`src/rtl/pong_game_ctrl.sv`:
```
// PONG game sequencer: game FSM, score/lives bookkeeping, frame timing and
// ball/paddle movement strobes. Every output comes straight from a flop.
module pong_game_ctrl #(
  parameter int LIVES_INIT       = 3,
  parameter int SCORE_W          = 10,
  parameter int SERVE_FRAMES     = 60,
  parameter int MISS_FRAMES      = 30,
  parameter int OVER_FRAMES      = 180,
  parameter int BALL_PERIOD_INIT = 20000,
  parameter int BALL_PERIOD_STEP = 2000,
  parameter int BALL_PERIOD_MIN  = 6000,
  parameter int SPEED_STEP       = 8,
  parameter int PADDLE_PERIOD    = 15000
) (
  input  logic               vga_clock_i,
  input  logic               reset_i,
  input  logic               end_of_frame_i,
  input  logic               button_left_i,
  input  logic               button_right_i,
  input  logic               hit_paddle_i,
  input  logic               miss_i,
  output logic               run_o,
  output logic               ball_reset_o,
  output logic               ball_tick_o,
  output logic               paddle_tick_o,
  output logic [SCORE_W-1:0] score_o,
  output logic [2:0]         lives_o,
  output logic               game_over_o,
  output logic [2:0]         state_o
);

  localparam int PW   = $clog2(BALL_PERIOD_INIT + 1);
  localparam int DW   = $clog2(PADDLE_PERIOD + 1);
  localparam int FMX0 = (SERVE_FRAMES > MISS_FRAMES) ? SERVE_FRAMES : MISS_FRAMES;
  localparam int FMAX = (FMX0 > OVER_FRAMES) ? FMX0 : OVER_FRAMES;
  localparam int FW   = $clog2(FMAX + 1);
  localparam int SW   = $clog2(SPEED_STEP + 1);

  localparam logic [PW-1:0]      P_INIT    = PW'(BALL_PERIOD_INIT);
  localparam logic [PW-1:0]      P_STEP    = PW'(BALL_PERIOD_STEP);
  localparam logic [PW-1:0]      P_MIN     = PW'(BALL_PERIOD_MIN);
  localparam logic [PW-1:0]      P_FLOOR   = PW'(BALL_PERIOD_MIN + BALL_PERIOD_STEP);
  localparam logic [DW-1:0]      PAD_LAST  = DW'(PADDLE_PERIOD - 1);
  localparam logic [SCORE_W-1:0] SCORE_MAX = '1;

  typedef enum logic [2:0] {
    IDLE  = 3'd0,
    SERVE = 3'd1,
    RUN   = 3'd2,
    MISS  = 3'd3,
    OVER  = 3'd4
  } state_t;

  state_t               state_q, state_d;
  logic [FW-1:0]        frame_q, frame_d;
  logic [SCORE_W-1:0]   score_q, score_d;
  logic [2:0]           lives_q, lives_d;
  logic [PW-1:0]        period_q, period_d;
  logic [SW-1:0]        step_q, step_d;
  logic [PW-1:0]        ball_cnt_q, ball_cnt_d;
  logic [PW-1:0]        ball_lim_q, ball_lim_d;
  logic [DW-1:0]        pad_cnt_q, pad_cnt_d;
  logic                 ball_tick_q, ball_tick_d;
  logic                 pad_tick_q, pad_tick_d;
  logic                 run_q, ball_reset_q, game_over_q;
  logic                 btn_x_q, press_q;
  logic                 btn_x, run_stay, pad_stay, ball_wrap, pad_wrap;

  assign btn_x = button_left_i ^ button_right_i;

  always_comb begin
    state_d  = state_q;
    score_d  = score_q;
    lives_d  = lives_q;
    period_d = period_q;
    step_d   = step_q;
    case (state_q)
      IDLE: if (press_q) begin
        state_d  = SERVE;
        score_d  = '0;
        lives_d  = 3'(LIVES_INIT);
        period_d = P_INIT;
        step_d   = '0;
      end
      SERVE: if (end_of_frame_i && frame_q == FW'(SERVE_FRAMES - 1)) state_d = RUN;
      RUN: begin
        // A miss pre-empts a same-cycle paddle hit.
        if (miss_i) begin
          lives_d = lives_q - 3'd1;
          state_d = (lives_q == 3'd1) ? OVER : MISS;
        end else if (hit_paddle_i && score_q != SCORE_MAX) begin
          score_d = score_q + SCORE_W'(1);
          if (step_q == SW'(SPEED_STEP - 1)) begin
            step_d   = '0;
            period_d = (period_q >= P_FLOOR) ? period_q - P_STEP : P_MIN;
          end else begin
            step_d = step_q + SW'(1);
          end
        end
      end
      MISS: if (end_of_frame_i && frame_q == FW'(MISS_FRAMES - 1)) state_d = SERVE;
      OVER: if (end_of_frame_i && frame_q == FW'(OVER_FRAMES - 1)) state_d = IDLE;
      default: state_d = IDLE;
    endcase

    frame_d = frame_q;
    if (state_d != state_q) frame_d = '0;
    else if (end_of_frame_i && (state_q == SERVE || state_q == MISS || state_q == OVER))
      frame_d = frame_q + FW'(1);

    // Ball limit is latched at each wrap so a speed-up lands on the next interval.
    run_stay    = (state_q == RUN) && (state_d == RUN);
    ball_wrap   = (ball_cnt_q == ball_lim_q - PW'(1));
    ball_cnt_d  = (run_stay && !ball_wrap) ? ball_cnt_q + PW'(1) : '0;
    ball_tick_d = run_stay && ball_wrap;
    ball_lim_d  = (!run_stay || ball_wrap) ? period_q : ball_lim_q;

    pad_stay   = (state_q == SERVE || state_q == RUN) && (state_d == SERVE || state_d == RUN);
    pad_wrap   = (pad_cnt_q == PAD_LAST);
    pad_cnt_d  = (pad_stay && !pad_wrap) ? pad_cnt_q + DW'(1) : '0;
    pad_tick_d = pad_stay && pad_wrap;
  end

  always_ff @(posedge vga_clock_i or posedge reset_i) begin
    if (reset_i) begin
      state_q      <= IDLE;
      frame_q      <= '0;
      score_q      <= '0;
      lives_q      <= 3'(LIVES_INIT);
      period_q     <= P_INIT;
      step_q       <= '0;
      ball_cnt_q   <= '0;
      ball_lim_q   <= P_INIT;
      pad_cnt_q    <= '0;
      ball_tick_q  <= 1'b0;
      pad_tick_q   <= 1'b0;
      run_q        <= 1'b0;
      ball_reset_q <= 1'b1;
      game_over_q  <= 1'b0;
      btn_x_q      <= 1'b0;
      press_q      <= 1'b0;
    end else begin
      state_q      <= state_d;
      frame_q      <= frame_d;
      score_q      <= score_d;
      lives_q      <= lives_d;
      period_q     <= period_d;
      step_q       <= step_d;
      ball_cnt_q   <= ball_cnt_d;
      ball_lim_q   <= ball_lim_d;
      pad_cnt_q    <= pad_cnt_d;
      ball_tick_q  <= ball_tick_d;
      pad_tick_q   <= pad_tick_d;
      run_q        <= (state_d == RUN);
      ball_reset_q <= (state_d != RUN);
      game_over_q  <= (state_d == OVER);
      btn_x_q      <= btn_x;
      press_q      <= btn_x & ~btn_x_q;
    end
  end

  assign run_o         = run_q;
  assign ball_reset_o  = ball_reset_q;
  assign ball_tick_o   = ball_tick_q;
  assign paddle_tick_o = pad_tick_q;
  assign score_o       = score_q;
  assign lives_o       = lives_q;
  assign game_over_o   = game_over_q;
  assign state_o       = state_q;

endmodule

```
`config.mk`:
```
export PLATFORM = sky130hd
export DESIGN_NAME = pong_game_ctrl
export DESIGN_NICKNAME = d
export VERILOG_FILES = /design/src/rtl/pong_game_ctrl.sv
export SDC_FILE = /design/constraint.sdc
export NUM_CORES = 1
export LEC_CHECK = 0
export CAP_MARGIN = 20
export CORE_AREA = 8 8 116 118
export CTS_CLUSTER_SIZE = 8
export DETAILED_ROUTE_END_ITERATION = 8
export DIE_AREA = 0 0 124 126
export HOLD_SLACK_MARGIN = 0.08
export PLACE_DENSITY_LB_ADDON = 0.25
export SYNTH_ARGS = -nofsm -noshare
export SYNTH_HDL_FRONTEND = slang
export SYNTH_SLANG_ARGS = --single-unit
```
`constraint.sdc`:
```
create_clock -name vga_clock_i -period 3.6 [get_ports vga_clock_i]
set_input_delay 0.9 -clock vga_clock_i [delete_from_list [all_inputs] [get_ports vga_clock_i]]
set_output_delay 0.9 -clock vga_clock_i [all_outputs]
set_load 0.02 [all_outputs]
```
After elaboration in Yosys (flattened, before gate mapping)
Index checks and enable logic that the tools add are counted.
- register bits after elaboration: 94
- input bits: 7
- equality and inequality tests: 22
- add/subtract/negate cells: 8
- bitwise logic cells: 3
- reductions and logical operators: 25
- multiplexer cells: 29
- $lt $le $gt $ge: 1
- operators with widths (kind ; count):
    15-bit 2-to-1 mux ; 6
    10-bit 2-to-1 mux ; 3
    15-bit case mux with 2 select lines ; 1
    3-bit 2-to-1 mux ; 8
    10-bit case mux with 2 select lines ; 1
    4-bit 2-to-1 mux ; 4
    8-bit 2-to-1 mux ; 2
    15-bit by 1-bit adder with 15-bit output (second input constant) ; 1
    15-bit equality test ; 1
    15-bit by 13-bit >= comparator with 1-bit output (second input constant) ; 1
    3-bit case mux with 5 select lines ; 1
    15-bit by 1-bit subtractor with 15-bit output (second input constant) ; 1
    15-bit by 11-bit subtractor with 15-bit output (second input constant) ; 1
    14-bit by 1-bit adder with 14-bit output (second input constant) ; 1
    14-bit equality test (second input constant) ; 1
    14-bit 2-to-1 mux ; 1
    1-bit logical AND ; 11
    10-bit by 1-bit adder with 10-bit output (second input constant) ; 1
    10-bit inequality test (second input constant) ; 1
    2-bit inequality test (second input constant) ; 5
    3-bit by 1-bit equality test with 1-bit output (second input constant) ; 3
    3-bit by 2-bit equality test with 1-bit output (second input constant) ; 3
    8-bit by 1-bit adder with 8-bit output (second input constant) ; 1
    8-bit by 5-bit equality test with 1-bit output (second input constant) ; 1
    20 further kinds ; 28

Longest topological paths before layout
- depth in word-level cells: 9
- depth in mapped cells: 13

Worst setup path after synthesis
OpenSTA, ideal clock, no wires.
- kind: input to register
- start: input end_of_frame_i
- end: register ball_lim_q[6]
- cell stages on the path: 9
- path buffers: 2
- setup slack: 997 ps
- setup time: 125 ps
- arrival time: 2477 ps
- path through: nand4bb_4 o31ai_1 o21ai_0 a22oi_1 nand3_1 nand2b_1 buf_6 buf_8 mux2_4
- longest elaborated chain between the ends: 7
- RTL lines (what ; line ; RTL):
    start: declaration ; 17 ; input logic end_of_frame_i,
    1-bit logical AND (on tied branches) ; 102, 101, 85 ;
    3-bit 2-to-1 mux (on tied branches) ; 102, 101, 85 ;
    3-bit case mux with 5 select lines (*) ; 77 ; case (state_q)
    3-bit by 2-bit equality test with 1-bit output (*) ; 112 ; run_stay = (state_q == RUN) && (state_d == RUN);
    1-bit logical AND (*) ; 112 ;
    1-bit zero test (*) ; 116 ; ball_lim_d = (!run_stay || ball_wrap) ? period_q : ball_lim_q;
    1-bit logical OR (*) ; 116 ;
    end signal: assignment ; 150 ; ball_lim_q <= ball_lim_d;
    end: declaration ; 61 ; logic [PW-1:0] ball_lim_q, ball_lim_d;
Mark *: on every way between the ends. The rest lies on a longest branch, timed or not.
A chain may end at the register's enable or synchronous reset.

Worst setup path in the final report
- start: input miss_i
- end: register ball_lim_q[12]
- longest elaborated chain between the ends: 6
- RTL lines (what ; line ; RTL):
    start: declaration ; 21 ; input logic miss_i,
    3-bit 2-to-1 mux ; 88 ; if (miss_i) begin
    3-bit case mux with 5 select lines ; 77 ;
    3-bit by 2-bit equality test with 1-bit output ; 112 ;
    1-bit logical AND ; 112 ;
    1-bit zero test ; 116 ;
    1-bit logical OR ; 116 ;
No other way between the ends.

==> impl_metrics.yaml <==
drt:
  drt_wl_total_mm: 9.55
  ant_nets: 0
  wl_per_cell_um: 14.6
  drt_first_iter_violations: 159
  first_pass_iters: 4
  avgViaCountPerCell: 5.21
  drc: 0
  num_vias: 3416
final_layout:
  nNetsFinal: 522
  drive_above_1_share: 0.108
  area_growth_pct: 16.9
  fin_cells: 656
  diodes: 0
  final_area_sq_um: 5270
sta:
  fin_crit_sh: 0.837
  rsz0062_at_grt: "no"
  tightest_slew_ns: 0.837
  slew_viol_final: 0
  fmax_mhz: 332
  fin_tns_setup_ns: 0
  slew_headroom: 0.437
  fin_crit_ns: 3.01
  setup_slack_ns: 0.587
  hold_violations: 0
  finalSetupViolations: 0
  skew_ns: 0.00621
global_routing:
  overflow: 0
  grt_use_met2: 0.214
  grt_start_max_net_pins: 46
  antenna_found_initial: 0
  grt_use_met3: 0.0308
  grt_util_all_layers: 0.133
  grt_pass1_vias: 3499
  grt.busiest_layer: "met2"
  grt_pass1_wl_mm: 16.8
  met1_usage: 0.169
logic_synthesis:
  synth_area_sq_um: 4510
  ys_async_sr_fraction: 1.00
  syn_avg_cell_area_sq_um: 9.57
  synth_top_cell_by_area: "dfrtp_1"
  syn_nets: 489
  synth.distinct_cells: 55
  synth-seq-cells: 86
  yosysWarningCount: 0
  seq_area_frac_synth: 0.481
  synth_cells: 471
  synth_top_area_share: 0.405
  synth_ff_type: "dfrtp_1"
  synth_area_leaders: "dfrtp_1 41%, dfstp_2 7.6%, nor2_1 6.9%"
  synth-edff-count: 0
cts:
  cts_tree: "built"
  post_cts_buffers: 0
  cts_sinks: 86
  cts.path.max_buffers: 2
  post_cts_resized: 0
  numCtsBuffers: 9
  htreeDepth: 3
  clock-root-buffer: "clkbuf_16"
  worstSkewPairLatency_ns: 0.34
  hold_buffers: 0
  clk_pin_slew_ns: 0.07
run:
  drv_cap: 0
die:
  die_y_um: 126
  dieArea_sq_um: 15600
  top_level_ports: 28
  fp.dieW_um: 124
  core.rowCount: 40
  design.core.area_sq_um: 11700
  start_util: 0.385
placed_design:
  dp_cells: 640
  port_buffers: 27
  hpwlAfterDp_mm: 6.81
  gp_congestion: 0.832
  place_area_sq_um: 4950
  place_ws_ns: 0.231
setup_path:
  crit_path_start: "miss_i"
  crit_path_end: "ball_lim_q[12]"
  criticalPathCategory: "primary input to flip-flop"
  cp_max_fo: 12
  crit_arrival_ns: 3.24
  crit_path_end_kind: "flip-flop"
  rr_worst_depth: 10
  start_kind: "primary input"
  rrSetupSlack_ns: 0.84
  r2r_start: "ball_lim_q[4]"
  reg2reg_to: "ball_lim_q[12]"
  required_ns: 3.83
pwr:
  power.leakage_nw: 2.29
  p_total_w: 0.00268
  power.density_nw_per_um2: 509
  peakVddDrop_mv: 0.363
outcome:
  outcome: "complete, no violations"
hold_path:
  min_path_type: "flip-flop to flip-flop"
[logic make-up after synthesis]
family / share of synthesized area
muxes: 0.0286
AOI/OAI and AO/OA: 0.0947
DFF: 0.481
adders and majority gates: 0.0305
and+or+nand+nor: 0.233
xor gates and xnor gates: 0.103
buffers and inverters: 0.0292
[synthesized netlist by cell type (2+ instances only)]
cell       n
a211oi_1   2
a21oi_1   12
a22o_1     4
a31oi_1    3
a41oi_1    2
and2_1     3
and3_1    12
and4_1     2
buf_2      3
clkbuf_1   6
dfrtp_1   73
dfstp_2   13
ha_1      11
inv_1     16
mux2_2     7
mux2_4     2
mux2i_1    2
nand2_1   36
nand2b_1   6
nand3_1   32
nand3b_1   3
nand4_1    8
nor2_1    83
nor2b_1    5
nor3_1     9
nor4_1     2
o211ai_1   3
o21ai_0   24
o31ai_1    6
or2_2      4
or3_1      2
xnor2_1   20
xor2_1    33
[routing by layer]
layer / routed length (um) / share of wire / up-vias
met4: 136 / 0.014 / 0
li1: - / - / 1694
met3: 323 / 0.034 / 12
met2: 4650 / 0.49 / 44
met1: 4450 / 0.47 / 1666
met5: 0 / 0 / -
[area by class of cell]
class	instances	area (sq um)
repair buffers	34	335
fillers	1151	6450
well taps	147	184
inverters	16	61.3
multi-input cells	357	2210
clock buffers	10	239
flip-flops and latches	86	2170
clock inverters	6	71.3
[cell usage in the layout, fill, tap and decap left out, drive strengths merged, types with 5 or more instances in the layout]
master	count
nor2	83
dfrtp	73
nand2	36
xor2	33
nand3	32
clkdlybuf4s50	27
o21ai	25
xnor2	20
inv	15
dfstp	13
and3	12
a21oi	12
ha	11
clkbuf	10
nor3	9
mux2	9
nand4	8
buf	7
o31ai	6
nand2b	6
nor2b	5
[power breakdown]
group	leakage [nW]	switching, W	total, W	internal (W)
clock	0.145	0.000391	0.000951	0.000560
sequential	1.13	0.000136	0.00122	0.00108
combinational	1.01	0.000282	0.000508	0.000226
total	2.29	0.000809	0.00268	0.00187
[state kept, by name (all words and copies together) (netlist names), 3 cells and up]
name	count
frame_q	8
pad_cnt_q	14
ball_cnt_q	15
step_q	4
period_q	11
ball_lim_q	11
lives_o	3
score_o	10
state_o	3
[worst min-delay path by stage]
stage | slack, ns | to | start | cells past startpoint
global placement | 0.39 | press_q | btn_x_q | 1
global route | 0.40 | press_q | btn_x_q | 1
detailed placement | 0.39 | press_q | btn_x_q | 1
floorplan | 0.38 | press_q | btn_x_q | 1
finish | 0.39 | press_q | btn_x_q | 1
CTS | 0.40 | press_q | btn_x_q | 1
[through the flow]
step / hold WS [ns] / utilization
floorplan: 0.378 / -
global placement: 0.385 / 0.423
detailed placement: 0.388 / 0.423
CTS: 0.397 / 0.450
global route: 0.402 / 0.450
finish: 0.394 / 0.450
[worst max-delay path, cell delays in order]
cell and delay [ns]:
clkdlybuf4s50_1 0.57, inv_1 0.11, or2_2 0.34, o221ai_1 0.29, a22oi_1 0.20, nand3_1 0.14
nand2b_1 0.11, buf_4 0.22, mux2_2 0.35
No activity file was read; power rests on OpenSTA's default activity.
